--- src/rtl/led_channel_mux.sv ---
// ---------------------------------------------------------------------------
// LedChannelMux: N:1 channel selector driving a single LED.
//
// Two active-low push buttons (NEXT/PREV) are synchronised and debounced.
// They step a registered channel pointer that wraps at both ends. When
// auto-scan mode is selected, the pointer advances on a fixed period and the
// buttons are ignored. The LED shows the currently selected data input,
// registered.
//
// Parameters:
//   SEL_W           select width, CHANNELS = 2**SEL_W data inputs
//   DEBOUNCE_CYCLES consecutive stable synced cycles before a button is accepted
//   SCAN_PERIOD     clk cycles per auto-scan step
//
// Ports:
//   clk      system clock, everything on the rising edge
//   rst      synchronous reset, active-high
//   data     channel inputs, data[i] is channel i
//   btn_n    asynchronous active-low buttons, [0]=NEXT, [1]=PREV
//   mode     0 = manual (buttons), 1 = auto-scan
//   sel_out  current channel pointer (registered)
//   led      registered data[sel_out]
// ---------------------------------------------------------------------------
module led_channel_mux #(
  parameter int SEL_W           = 2,
  parameter int DEBOUNCE_CYCLES = 16,
  parameter int SCAN_PERIOD     = 1000
) (
  input  logic                clk,
  input  logic                rst,
  input  logic [2**SEL_W-1:0] data,
  input  logic [1:0]          btn_n,
  input  logic                mode,
  output logic [SEL_W-1:0]    sel_out,
  output logic                led
);

  localparam int DB_W   = $clog2(DEBOUNCE_CYCLES) + 1;
  localparam int SCAN_W = $clog2(SCAN_PERIOD) + 1;

  localparam logic [DB_W-1:0]   DB_LAST   = DB_W'(DEBOUNCE_CYCLES - 1);
  localparam logic [SCAN_W-1:0] SCAN_LAST = SCAN_W'(SCAN_PERIOD - 1);

  logic [1:0]        sync_a;
  logic [1:0]        sync_b;
  logic [1:0]        db;
  logic [1:0]        db_q;
  logic [DB_W-1:0]   db_cnt [2];
  logic [SCAN_W-1:0] scan_cnt;
  logic [1:0]        press;

  // Two-flop synchroniser. The raw buttons are asynchronous to clk, so
  // nothing else in the block may look at btn_n directly. Reset loads the
  // released level so that no press is seen coming out of reset.
  always_ff @(posedge clk) begin
    if (rst) begin
      sync_a <= 2'b11;
      sync_b <= 2'b11;
    end else begin
      sync_a <= btn_n;
      sync_b <= sync_a;
    end
  end

  // Debouncer, one counter per button. The counter measures how long the
  // synced level has disagreed with the accepted level. A level is accepted
  // only after DEBOUNCE_CYCLES consecutive disagreeing samples. Any sample
  // that agrees again restarts the count, so a bounce never gets through.
  // db_q keeps last cycle's accepted level for the edge detector.
  always_ff @(posedge clk) begin
    if (rst) begin
      db   <= 2'b11;
      db_q <= 2'b11;
      for (int i = 0; i < 2; i++) begin
        db_cnt[i] <= '0;
      end
    end else begin
      db_q <= db;
      for (int i = 0; i < 2; i++) begin
        if (sync_b[i] != db[i]) begin
          if (db_cnt[i] == DB_LAST) begin
            db[i]     <= sync_b[i];
            db_cnt[i] <= '0;
          end else begin
            db_cnt[i] <= db_cnt[i] + DB_W'(1);
          end
        end else begin
          db_cnt[i] <= '0;
        end
      end
    end
  end

  // A press is the 1->0 transition of the accepted level. This produces a
  // single pulse per press: holding the button does not repeat it, and
  // releasing the button produces no pulse.
  assign press = db_q & ~db;

  // Channel pointer and scan timer.
  // In auto mode the pointer steps once every SCAN_PERIOD cycles and button
  // pulses are dropped. In manual mode the timer is held at zero, so
  // re-entering auto mode always gives a full period before the first step.
  // NEXT and PREV pulses in the same cycle cancel each other.
  always_ff @(posedge clk) begin
    if (rst) begin
      sel_out  <= '0;
      scan_cnt <= '0;
    end else if (mode) begin
      if (scan_cnt == SCAN_LAST) begin
        scan_cnt <= '0;
        sel_out  <= sel_out + SEL_W'(1);
      end else begin
        scan_cnt <= scan_cnt + SCAN_W'(1);
      end
    end else begin
      scan_cnt <= '0;
      if (press == 2'b01) begin
        sel_out <= sel_out + SEL_W'(1);
      end else if (press == 2'b10) begin
        sel_out <= sel_out - SEL_W'(1);
      end
    end
  end

  // LED output register: the LED follows the selected channel one cycle late.
  always_ff @(posedge clk) begin
    if (rst) begin
      led <= 1'b0;
    end else begin
      led <= data[sel_out];
    end
  end

endmodule

--- config.mk ---
export PLATFORM = sky130hd
export DESIGN_NAME = led_channel_mux
export DESIGN_NICKNAME = d
export VERILOG_FILES = /design/src/rtl/led_channel_mux.sv
export SDC_FILE = /design/constraint.sdc
export NUM_CORES = 1
export LEC_CHECK = 0
export BUFFER_PORTS_ARGS = -buffer_cell sky130_fd_sc_hd__buf_2
export CORE_MARGIN = 1
export CORE_UTILIZATION = 39
export DETAILED_ROUTE_END_ITERATION = 12
export SLEW_MARGIN = 20
export SYNTH_ARGS = -nofsm -noshare
export SYNTH_HDL_FRONTEND = slang
export SYNTH_SLANG_ARGS = --single-unit
--- constraint.sdc ---
create_clock -name clk -period 3.5 [get_ports clk]
set_input_delay 1.05 -clock clk [delete_from_list [all_inputs] [get_ports clk]]
set_output_delay 1.05 -clock clk [all_outputs]
set_load 0.05 [all_outputs]
==> Word level (Yosys, flattened, before mapping) <==
Memories as Yosys holds them, arrays and structs flattened.
Cells that the tools add are included.
{ "word_totals": {"out_inout_bits": 3, "memories": 1, "inputBits": 9, "elab_cells": 73, "ram_bits": 10, "register_bits": 22} }
{ "memory_table": {"columns": ["name", "depth", "word_bits", "rd", "rd_ports_with_merged_regs", "wr", "line_no", "rtl"], "rows": [
  ["db_cnt", 2, 5, 2, 0, 2, "48", "logic [DB_W-1:0] db_cnt [2];"]
]} }
{ "op_classes": {"n_eq_ne": 8, "addsub": 5, "n_bitwise": 9, "n_reduce_logical": 5, "n_lt_le_gt_ge": 1, "muxes": 36} }
{ "op_table": {"columns": ["operator", "n"], "rows": [
  ["5-bit 2-to-1 mux", 6],
  ["1-bit 2-to-1 mux", 25],
  ["11-bit by 1-bit adder with 11-bit output, second input constant", 1],
  ["11-bit by 10-bit == test with 1-bit output, second input constant", 1],
  ["5-bit by 1-bit adder with 5-bit output, second input constant", 2],
  ["5-bit by 4-bit == test with 1-bit output, second input constant", 2],
  ["2-bit 2-to-1 mux", 4],
  ["1-bit OR", 6],
  ["2-bit AND reduction", 3],
  ["2-bit by 3-bit < comparator with 1-bit output, second input constant", 1],
  ["3-bit nonzero test", 1],
  ["3-bit OR reduction", 1],
  ["2-bit by 1-bit adder with 2-bit output, second input constant", 1],
  ["2-bit AND", 1],
  ["1-bit binary-select mux with 2-bit select", 1],
  ["2-bit by 1-bit == test with 1-bit output, second input constant", 1],
  ["2-bit == test, second input constant", 1],
  ["1-bit inequality test", 2],
  ["2-bit by 1-bit inequality test with 1-bit output, second input constant", 1],
  ["2-bit NOT", 1],
  ["2-bit by 1-bit subtractor with 2-bit output, second input constant", 1],
  ["1-bit NOT", 1]
]} }

==> Logic depth before layout (Yosys ltp) <==
Gate-level depths: netlist (run 1).
{ "depth": {"depth_word": 8, "depth_mapped": 5, "ltp_nobuf": 5} }

==> Worst setup path before layout (run 1) <==
OpenSTA, ideal clock, no wires.
{ "synth_path": {"path_type": "input to register", "startpoint": "input rst", "endpoint": "register scan_cnt[9]", "path_slack_ns": 1.676, "path_stages": 3, "arrival_time_ns": 1.762, "cell_sequence": "nand2b_1 > or4_1 > nand3_1"} }
{ "synth_via": {"elab_chain_cells": 1} }
{ "synth_lines": {"columns": ["element", "line_no", "rtl"], "rows": [
  ["start: declaration", "30", "input logic rst,"],
  ["3-bit OR reduction (no source line)", null, null],
  ["end signal: assignment", "113", "scan_cnt <= scan_cnt + SCAN_W'(1);"],
  ["end: declaration", "49", "logic [SCAN_W-1:0] scan_cnt;"]
]} }
Every way passes these cells.
A chain may end at the register's enable or synchronous reset.

==> Worst setup path after layout (run 1) <==
{ "layout_path": {"startpoint": "register sel_out[0]", "endpoint": "output sel_out[0]"} }
{ "layout_rtl": {"columns": ["element", "line_no", "rtl"], "rows": [
  ["start: declaration", "34", "output logic [SEL_W-1:0] sel_out,"],
  ["start signal: assignment", "111", "sel_out <= sel_out + SEL_W'(1);"],
  ["start signal: assignment", "118", "sel_out <= sel_out + SEL_W'(1);"],
  ["start signal: assignment", "120", "sel_out <= sel_out - SEL_W'(1);"]
]} }
No word-level cell between the ends.

==> impl_metrics.env, run 1 <==
export IMPL_pwr_share_comb_pct=4.6
export IMPL_utilization_pct=48.6
export IMPL_synthFlopType="dfxtp_1"
export IMPL_p_switching_mw=0.156
export IMPL_use_met2_pct=22.7
export IMPL_cp_max_fo=7
export IMPL_rsz0062_at_grt="false"
export IMPL_clkPwrFrac_pct=40.0
export IMPL_via_count=1010
export IMPL_syn_to_final_growth_pct=16.3
export IMPL_fin_setup_tns_ns=0
export IMPL_num_rows=21
export IMPL_grt_pass1_vias=1008
export IMPL_use_met1_pct=15.9
export IMPL_slowest_delay_ns=0.46
export IMPL_status="finished clean"
export IMPL_path_cells="buf_2"
export IMPL_criticalPathCategory="register to output pin"
export IMPL_synth_area_per_cell_um2=10.6
export IMPL_synth_edf_count=10
export IMPL_drive_above_1_share_pct=20.9
export IMPL_clkSlewWorstSetupHoldPaths_ns=0.07
export IMPL_async_reset_ff_share_pct=0
export IMPL_dp_cells=201
export IMPL_crit_arrival_ns=1.05
export IMPL_maxCapViolCount=0
export IMPL_drc_errors=0
export IMPL_p_leak_nw=0.636
export IMPL_grt_pass1_wl_um=4210
export IMPL_setup_viol=0
export IMPL_busiest_layer="met2"
export IMPL_cts_hold_buffers_added=0
export IMPL_netlist_area_um2=1440
export IMPL_period_minus_slack_ns=2.10
export IMPL_clockRootBuffer="clkbuf_8"
export IMPL_power_total_mw=0.718
export IMPL_finish_net_count=176
export IMPL_die_w_um=62.7
export IMPL_die_area_um2=3940
export IMPL_gr_usage_met3_pct=4.56
export IMPL_critPathBufInv=1
export IMPL_wl_per_cell_um=11.2
export IMPL_clock_sinks=32
export IMPL_cts_repair_resize_count=0
export IMPL_clock_skew_ns=0.00549
export IMPL_finalHoldViolCount=0
export IMPL_ys_ff_latch=32
export IMPL_portBuffers=11
export IMPL_ioPinCount=12
export IMPL_yosysSeqAreaShare_pct=51.5
export IMPL_core_area_um2=3440
export IMPL_yosysWarnings=0
export IMPL_postCtsSetupRepairBufs=0
export IMPL_p_int_mw=0.563
export IMPL_diodes=0
export IMPL_start_kind="register"
export IMPL_track_usage_pct=13.8
export IMPL_ir_drop_mv=0.280
export IMPL_gp_congestion=0.763
export IMPL_drt_wl_total_um=2340
export IMPL_critPathTopFamily="flip-flops"
export IMPL_dp_hpwl_um=1740
export IMPL_initialDrtViolationCount=59
export IMPL_routed_via_density=4.83
export IMPL_slew_violations=0
export IMPL_ant_nets=0
export IMPL_htreeDepth=2
export IMPL_fp_dieH_um=62.7
export IMPL_p_sw_share_pct=21.7
export IMPL_grt_antenna_before_repair=0
export IMPL_pwr_density_cell_nw_per_um2=429
export IMPL_instances_no_fill=209
export IMPL_synth_area_top_cells="dfxtp_1, edfxtp_1, nor2_1"
export IMPL_synth_top_cell_area_share_pct=30.6
export IMPL_endpoint_kind="output pin"
export IMPL_yosysTopAreaCell="dfxtp_1"
export IMPL_netlist_instances=136
export IMPL_hp_class="register to register"
export IMPL_finalCritPeriodShare_pct=60.1
export IMPL_grt_max_degree=17
export IMPL_seqPwrFrac_pct=55.4
export IMPL_yosys_cell_types_count=35
export IMPL_max_freq_mhz=476
export IMPL_initial_core_util_pct=41.8
export IMPL_cts_made_buffers=5
export IMPL_first_pass_iters=4
export IMPL_clock_latency_ns=0.28
export IMPL_cp_required_ns=2.45
export IMPL_grt_overflow=0
export IMPL_clockBufferDepth=2
export IMPL_cts_tree="done"
export IMPL_cpMaxStageDelayCell="dfxtp_1"
path summary, 6_finish.rpt:
check                      end  slack, ns  cells after the start         start
setup / recovery    sel_out[0]       1.40                      1    sel_out[0]
hold / removal       sync_b[1]       0.41                      1     sync_a[1]
setup reg to reg  db_cnt[0][4]       1.76                      5  db_cnt[0][0]
hold reg to reg      sync_b[1]       0.41                      1     sync_a[1]
kinds of logic after synthesis:
kind of cell / synth area share (%)
AND/OR/NAND/NOR: 25.7
flip-flops: 51.5
XOR/XNOR: 7.91
AO/OA/AOI/OAI: 6.35
buffers and inverters: 1.57
adder cells (fa/ha/maj): 4.35
multiplexers: 2.35
other: 0.261
cell usage after synthesis (3+ instances only):
| cell | n |
|---|---|
| dfxtp_1 | 22 |
| nor2_1 | 22 |
| edfxtp_1 | 10 |
| nand3_1 | 9 |
| xnor2_1 | 8 |
| nor2b_1 | 7 |
| or2_2 | 6 |
| ha_1 | 5 |
| inv_1 | 5 |
| xor2_1 | 5 |
| nand2_1 | 4 |
| a21oi_1 | 3 |
| and3_1 | 3 |
| nand4_1 | 3 |
stage by stage:
step / worst slack [ns] / hold WS [ns] / instance area [µm²]
6_report: 1.40 / 0.409 / 1670
3_3_place_gp: 1.43 / 0.394 / 1580
4_1_cts: 1.37 / 0.413 / 1670
2_1_floorplan: 1.68 / 0.389 / 1470
3_5_place_dp: 1.39 / 0.397 / 1580
5_1_grt: 1.34 / 0.419 / 1670
routing by layer:
metal | up-vias | share of wire (%) | routed length, µm
met4 | 0 | 1.5 | 36
met1 | 467 | 48 | 1130
met5 | - | 0 | 0
met3 | 4 | 3.6 | 83
met2 | 19 | 47 | 1090
li1 | 520 | - | -
placed cells by master (no fill, tap or decap), drive strengths merged, types with 2 or more instances in the layout:
cell type  instances
edfxtp            10
nand3              9
clkbuf             6
xor2               5
nor4               2
or3                2
xnor2              8
buf               11
ha                 5
inv                5
conb              10
a21oi              3
nand2              4
or2                7
and4               2
nor2              22
clkinv             2
a211o              2
nor2b              7
and3               3
nand4              3
dfxtp             22
registers in the layout, summed over array words and instances, names as in the netlist:
signal,count
db,2
db_cnt,10
db_q,2
led,1
scan_cnt,11
sel_out,2
sync_a,2
sync_b,2
power by group through the flow:
| stage | Clock (mW) | Sequential (mW) | Combinational, mW |
|---|---|---|---|
| floorplan | 0 | 0.408 | 0.0200 |
| global placement | 0 | 0.406 | 0.0320 |
| detailed placement | 0 | 0.406 | 0.0328 |
| CTS | 0.298 | 0.398 | 0.0331 |
| global route | 0.314 | 0.399 | 0.0383 |
| finish | 0.287 | 0.398 | 0.0328 |
cell type report:
cell class,count,area [µm²]
clock buffer,6,82.6
clock inverter,2,10.0
fill,330,1770
inverter,5,18.8
multi-input combinational,107,709
sequential,32,741
tap,46,57.6
timing repair buffer,11,55.1
(Power assumes the default switching activity.)
==> inputs of run 2 (changes only) <==
Clock period 3.5 ns to 1.8 ns, I/O delays scaled along.
==> run 2 against run 1 <==
  * Final cell count is 2.4% higher
  * Non-clock buffer count is 5 higher
  * Combinational power is 130% higher
  * Hold slack worse by 0.0012 ns
  * Largest cell class unchanged
  * Highest routed layer unchanged
==> impl_metrics.env, run 2 (synthesis results as in run 1) <==
export IMPL_status="finished clean"
export IMPL_largest_reg_flops=11
export IMPL_placed_area_um2=1610
export IMPL_cp_required_ns=1.96
export IMPL_initial_core_util_pct=41.8
export IMPL_p_leak_nw=0.671
export IMPL_track_usage_pct=14.3
export IMPL_dr_wl_met2_um=1150
export IMPL_whs_endpoint="sync_b[1]"
export IMPL_grt_pass1_wl_um=4330
export IMPL_setup_viol=0
export IMPL_endpoint_kind="register"
export IMPL_routed_via_density=4.83
export IMPL_reg_top3="scan_cnt (11), db_cnt (10)"
export IMPL_ant_nets=0
export IMPL_die_w_um=62.7
export IMPL_finish_net_count=181
export IMPL_drc_errors=0
export IMPL_met3_length_um=94
export IMPL_diodes=0
export IMPL_slew_violations=0
export IMPL_clockRootBuffer="clkbuf_8"
export IMPL_grt_max_degree=11
export IMPL_highest_layer="met4"
export IMPL_hp_class="register to register"
export IMPL_core_area_um2=3440
export IMPL_cp_max_fo=5
export IMPL_regMostFlops="scan_cnt"
export IMPL_first_pass_iters=4
export IMPL_wirelength_met1_um=1140
export IMPL_fin_setup_tns_ns=0
export IMPL_finalCritPeriodShare_pct=96.3
export IMPL_cts_tree="done"
export IMPL_crit_arrival_ns=1.90
export IMPL_syn_to_final_growth_pct=20.8
export IMPL_dp_hpwl_um=1820
export IMPL_final_fill_count=340
export IMPL_criticalPathCategory="register to register"
export IMPL_cpMaxStageDelayCell="or4b_4"
export IMPL_holdPathStages=1
export IMPL_path_cells="or4b_4, or2_4, o22ai_2, mux2_1"
export IMPL_grt_overflow=0
export IMPL_num_rows=21
export IMPL_period_minus_slack_ns=1.73
export IMPL_start_kind="register"
export IMPL_mostFrequentLayoutCell="nor2_1"
export IMPL_drt_wl_total_um=2450
export IMPL_clkSlewWorstSetupHoldPaths_ns=0.06
export IMPL_fp_dieH_um=62.7
export IMPL_worst_slack_ns=0.0667
export IMPL_via_count=1033
export IMPL_r2r_cells=4
export IMPL_pwr_density_cell_nw_per_um2=867
export IMPL_dp_slack_ns=0.0281
export IMPL_grt_pass1_vias=1023
export IMPL_drive_above_1_share_pct=24.4
export IMPL_whs_ns=0.408
export IMPL_slowest_delay_ns=0.56
export IMPL_min_from="sync_a[1]"
export IMPL_maxCapViolCount=0
export IMPL_ioPinCount=12
export IMPL_final_cell_mix="nor2_1, dfxtp_1, buf_2, edfxtp_1, conb_1"
export IMPL_r2r_end="sel_out[0]"
export IMPL_rsz0062_at_grt="false"
export IMPL_final_cell_area_um2=1740
export IMPL_htreeDepth=2
export IMPL_r2r_start="scan_cnt[3]"
export IMPL_gp_congestion=0.756
export IMPL_die_area_um2=3940
export IMPL_clock_skew_ns=0.00291
export IMPL_portBuffers=11
export IMPL_grt_antenna_before_repair=0
export IMPL_clock_latency_ns=0.28
export IMPL_cts_made_buffers=5
export IMPL_clock_sinks=32
export IMPL_initialDrtViolationCount=63
export IMPL_clockBufferDepth=2
export IMPL_r2r_slack_ns=0.07
export IMPL_ir_drop_mv=0.442
export IMPL_max_freq_mhz=577
export IMPL_wl_per_cell_um=11.5
export IMPL_finalHoldViolCount=0
==> run 2: final cells by class <==
class,instances,area [µm²],area share (%)
clock buffer,6,72.6,4.18
clock inverter,2,35.0,2.02
inverter,5,18.8,1.08
multi-input combinational,107,719,41.4
sequential,32,742,42.7
tap,46,57.6,3.31
timing repair buffer,16,92.6,5.33
==> run 2: worst max-delay path by stage <==
stage | start | end | slack, ns | depth (start not counted)
after floorplan | scan_cnt[3] | sel_out[0] | 0.14 | 4
after global placement | db_cnt[0][0] | db_cnt[0][3] | 0.11 | 5
after detailed placement | db_cnt[0][0] | db_cnt[0][2] | 0.03 | 5
after CTS | db_cnt[0][0] | db_cnt[0][2] | 0.006 | 5
after global routing | scan_cnt[3] | sel_out[0] | 0.007 | 4
final | scan_cnt[3] | sel_out[0] | 0.07 | 4
==> run 2: report_power, final <==
group	switching, mW	total, mW	internal (mW)
Sequential	0.00972	0.772	0.762
Combinational	0.0417	0.0754	0.0337
Clock	0.249	0.659	0.410
==> run 2: worst max-delay path: cells and delay by family (launching register included) <==
family	cells	cell delay, ns
AOI/OAI and AO/OA	1	0.11
DFF	1	0.34
muxes	1	0.33
and+or+nand+nor	2	0.84
==> run 2: through the flow <==
stage / total power, mW / cells / utilization, %
final: 1.51 / 214 / 50.5
after global routing: 1.59 / 214 / 50.5
after CTS: 1.53 / 213 / 49.9
after detailed placement: 0.860 / 205 / 46.8
after global placement: 0.856 / 205 / 46.8
after floorplan: 0.832 / 145 / -
==> run 2: metal layers <==
layer,track usage [%],vias up
met1,16.9,480
met3,4.56,8
li1,-,528
met4,9.59,0
met5,0,-
met2,22.3,17
==> run 2: timing repair <==
| action | 4_1_cts | 5_1_grt |
|---|---|---|
| resized for setup | 0 | 3 |
| setup buffers | 0 | 1 |
| hold buffers | 0 | 0 |
| setup endpoints to repair | 0 | 8 |
==> inputs of run 3 (changes only) <==
Settings changed: PLACE_DENSITY from default to 0.56, REMOVE_ABC_BUFFERS from default to 1.
==> run 3 against run 2 <==
  * Sequential cell count unchanged
  * Hold slack improved by 0.011 ns
  * Total power decreased by 4.3%
  * Final cell count decreased by 0.47%
  * Global-route usage shrank 0.43 points
  * Largest power group unchanged
  * Maximum frequency is 0.38% lower
  * Sequential share of layout area up 0.17 points
==> impl_metrics.env, run 3 (synthesis results as in run 1) <==
export IMPL_ioPinCount=12
export IMPL_regMostFlops="scan_cnt"
export IMPL_routed_via_density=4.79
export IMPL_cp_required_ns=1.97
export IMPL_clkSlewWorstSetupHoldPaths_ns=0.06
export IMPL_core_area_um2=3440
export IMPL_grt_antenna_before_repair=0
export IMPL_pwr_share_comb_pct=5.0
export IMPL_p_switching_mw=0.298
export IMPL_die_w_um=62.7
export IMPL_initial_core_util_pct=41.8
export IMPL_clockRootBuffer="clkbuf_8"
export IMPL_criticalPathCategory="register to register"
export IMPL_num_rows=21
export IMPL_finish_net_count=180
export IMPL_hp_class="register to register"
export IMPL_reg_top3="scan_cnt (11), db_cnt (10)"
export IMPL_utilization_pct=50.2
export IMPL_first_pass_iters=4
export IMPL_seqPwrFrac_pct=53.6
export IMPL_setup_viol=0
export IMPL_ir_drop_mv=0.500
export IMPL_gp_congestion=0.821
export IMPL_diodes=0
export IMPL_crit_arrival_ns=1.91
export IMPL_clockBufferDepth=2
export IMPL_endpoint_kind="register"
export IMPL_cts_made_buffers=5
export IMPL_clock_latency_ns=0.28
export IMPL_cp_max_fo=5
export IMPL_largest_reg_flops=11
export IMPL_finalHoldViolCount=0
export IMPL_maxCapViolCount=0
export IMPL_rsz0062_at_grt="false"
export IMPL_p_int_mw=1.14
export IMPL_grt_pass1_wl_um=4220
export IMPL_initialDrtViolationCount=66
export IMPL_via_count=1021
export IMPL_period_minus_slack_ns=1.74
export IMPL_fp_dieH_um=62.7
export IMPL_grt_max_degree=12
export IMPL_drive_above_1_share_pct=24.0
export IMPL_fin_setup_tns_ns=0
export IMPL_htreeDepth=2
export IMPL_dp_hpwl_um=1720
export IMPL_clkPwrFrac_pct=41.3
export IMPL_drc_errors=0
export IMPL_p_leak_nw=0.662
export IMPL_max_freq_mhz=575
export IMPL_grt_pass1_vias=981
export IMPL_clock_skew_ns=0.00328
export IMPL_grt_overflow=0
export IMPL_cts_tree="done"
export IMPL_wl_per_cell_um=11.0
export IMPL_track_usage_pct=13.9
export IMPL_die_area_um2=3940
export IMPL_final_fill_count=311
export IMPL_start_kind="register"
export IMPL_syn_to_final_growth_pct=20.1
export IMPL_pwr_density_cell_nw_per_um2=834
export IMPL_status="finished clean"
export IMPL_p_sw_share_pct=20.7
export IMPL_slew_violations=0
export IMPL_ant_nets=0
export IMPL_finalCritPeriodShare_pct=96.7
export IMPL_final_cell_mix="nor2_1, dfxtp_1, buf_2, edfxtp_1, conb_1"
export IMPL_cts_hold_buffers_added=0
export IMPL_drt_wl_total_um=2340
export IMPL_clock_sinks=32
export IMPL_portBuffers=11
[run 3: cell types whose count changed in the layout (fill, tap and decap cells not counted), sizes merged]
| cell | delta |
|---|---|
| clkbuf | +2 |
| buf | -1 |
| bufinv | -1 |
| clkinv | -1 |
[run 3: timing repair]
item / 4_1_cts / 5_1_grt
setup endpoints to repair: 0 / 10
resized for setup: 0 / 3
buffers inserted: 0 / 0
[run 3: cell type report]
cell class | instances | area [µm²] | area share (%)
Timing Repair Buffer | 15 | 85.1 | 4.92
Clock buffer | 8 | 100 | 5.79
Multi-Input combinational cell | 107 | 726 | 42.0
Tap cell | 46 | 57.6 | 3.33
Sequential cell | 32 | 741 | 42.9
Inverter | 5 | 18.8 | 1.09
[run 3: worst paths after layout]
kind                                   from    endpoint  slack (ns)  depth (start not counted)
worst max-delay path            scan_cnt[3]  sel_out[0]        0.06                          4
worst min-delay path              sync_a[1]   sync_b[1]        0.42                          1
worst max register to register  scan_cnt[3]  sel_out[0]        0.06                          4
worst min register to register    sync_a[1]   sync_b[1]        0.42                          1
[run 3: worst max-delay path, stage by stage (launching register included)]
cell and delay [ns]:
dfxtp_1 0.35, or4b_4 0.58, or2_4 0.27, o22ai_2 0.10, mux2_1 0.33
[run 3: routing by layer]
metal	vias to the layer above	routed length [µm]	global-route usage [%]
met1	462	1160	16.6
met4	0	59	6.98
li1	528	-	-
met5	-	0	0
met2	23	982	21.1
met3	8	141	6.20
[run 3: power groups by stage]
stage          registers (mW)  clock network, mW  logic, mW
3_3_place_gp            0.787                  0     0.0699
6_report                0.773              0.596     0.0725
5_1_grt                 0.774              0.656     0.0824
2_1_floorplan           0.793                  0     0.0366
3_5_place_dp            0.788                  0     0.0711
4_1_cts                 0.772              0.624     0.0715
[run 3: stage by stage]
stage / area, µm² / setup slack (ns) / hold WS, ns / std cells / power (mW)
3_5_place_dp: 1610 / 0.0616 / 0.399 / 205 / 0.859
5_1_grt: 1730 / 0.00424 / 0.436 / 213 / 1.51
2_1_floorplan: 1470 / 0.138 / 0.389 / 144 / 0.829
4_1_cts: 1710 / 0.0453 / 0.424 / 213 / 1.47
3_3_place_gp: 1610 / 0.0854 / 0.400 / 205 / 0.857
6_report: 1730 / 0.0600 / 0.419 / 213 / 1.44
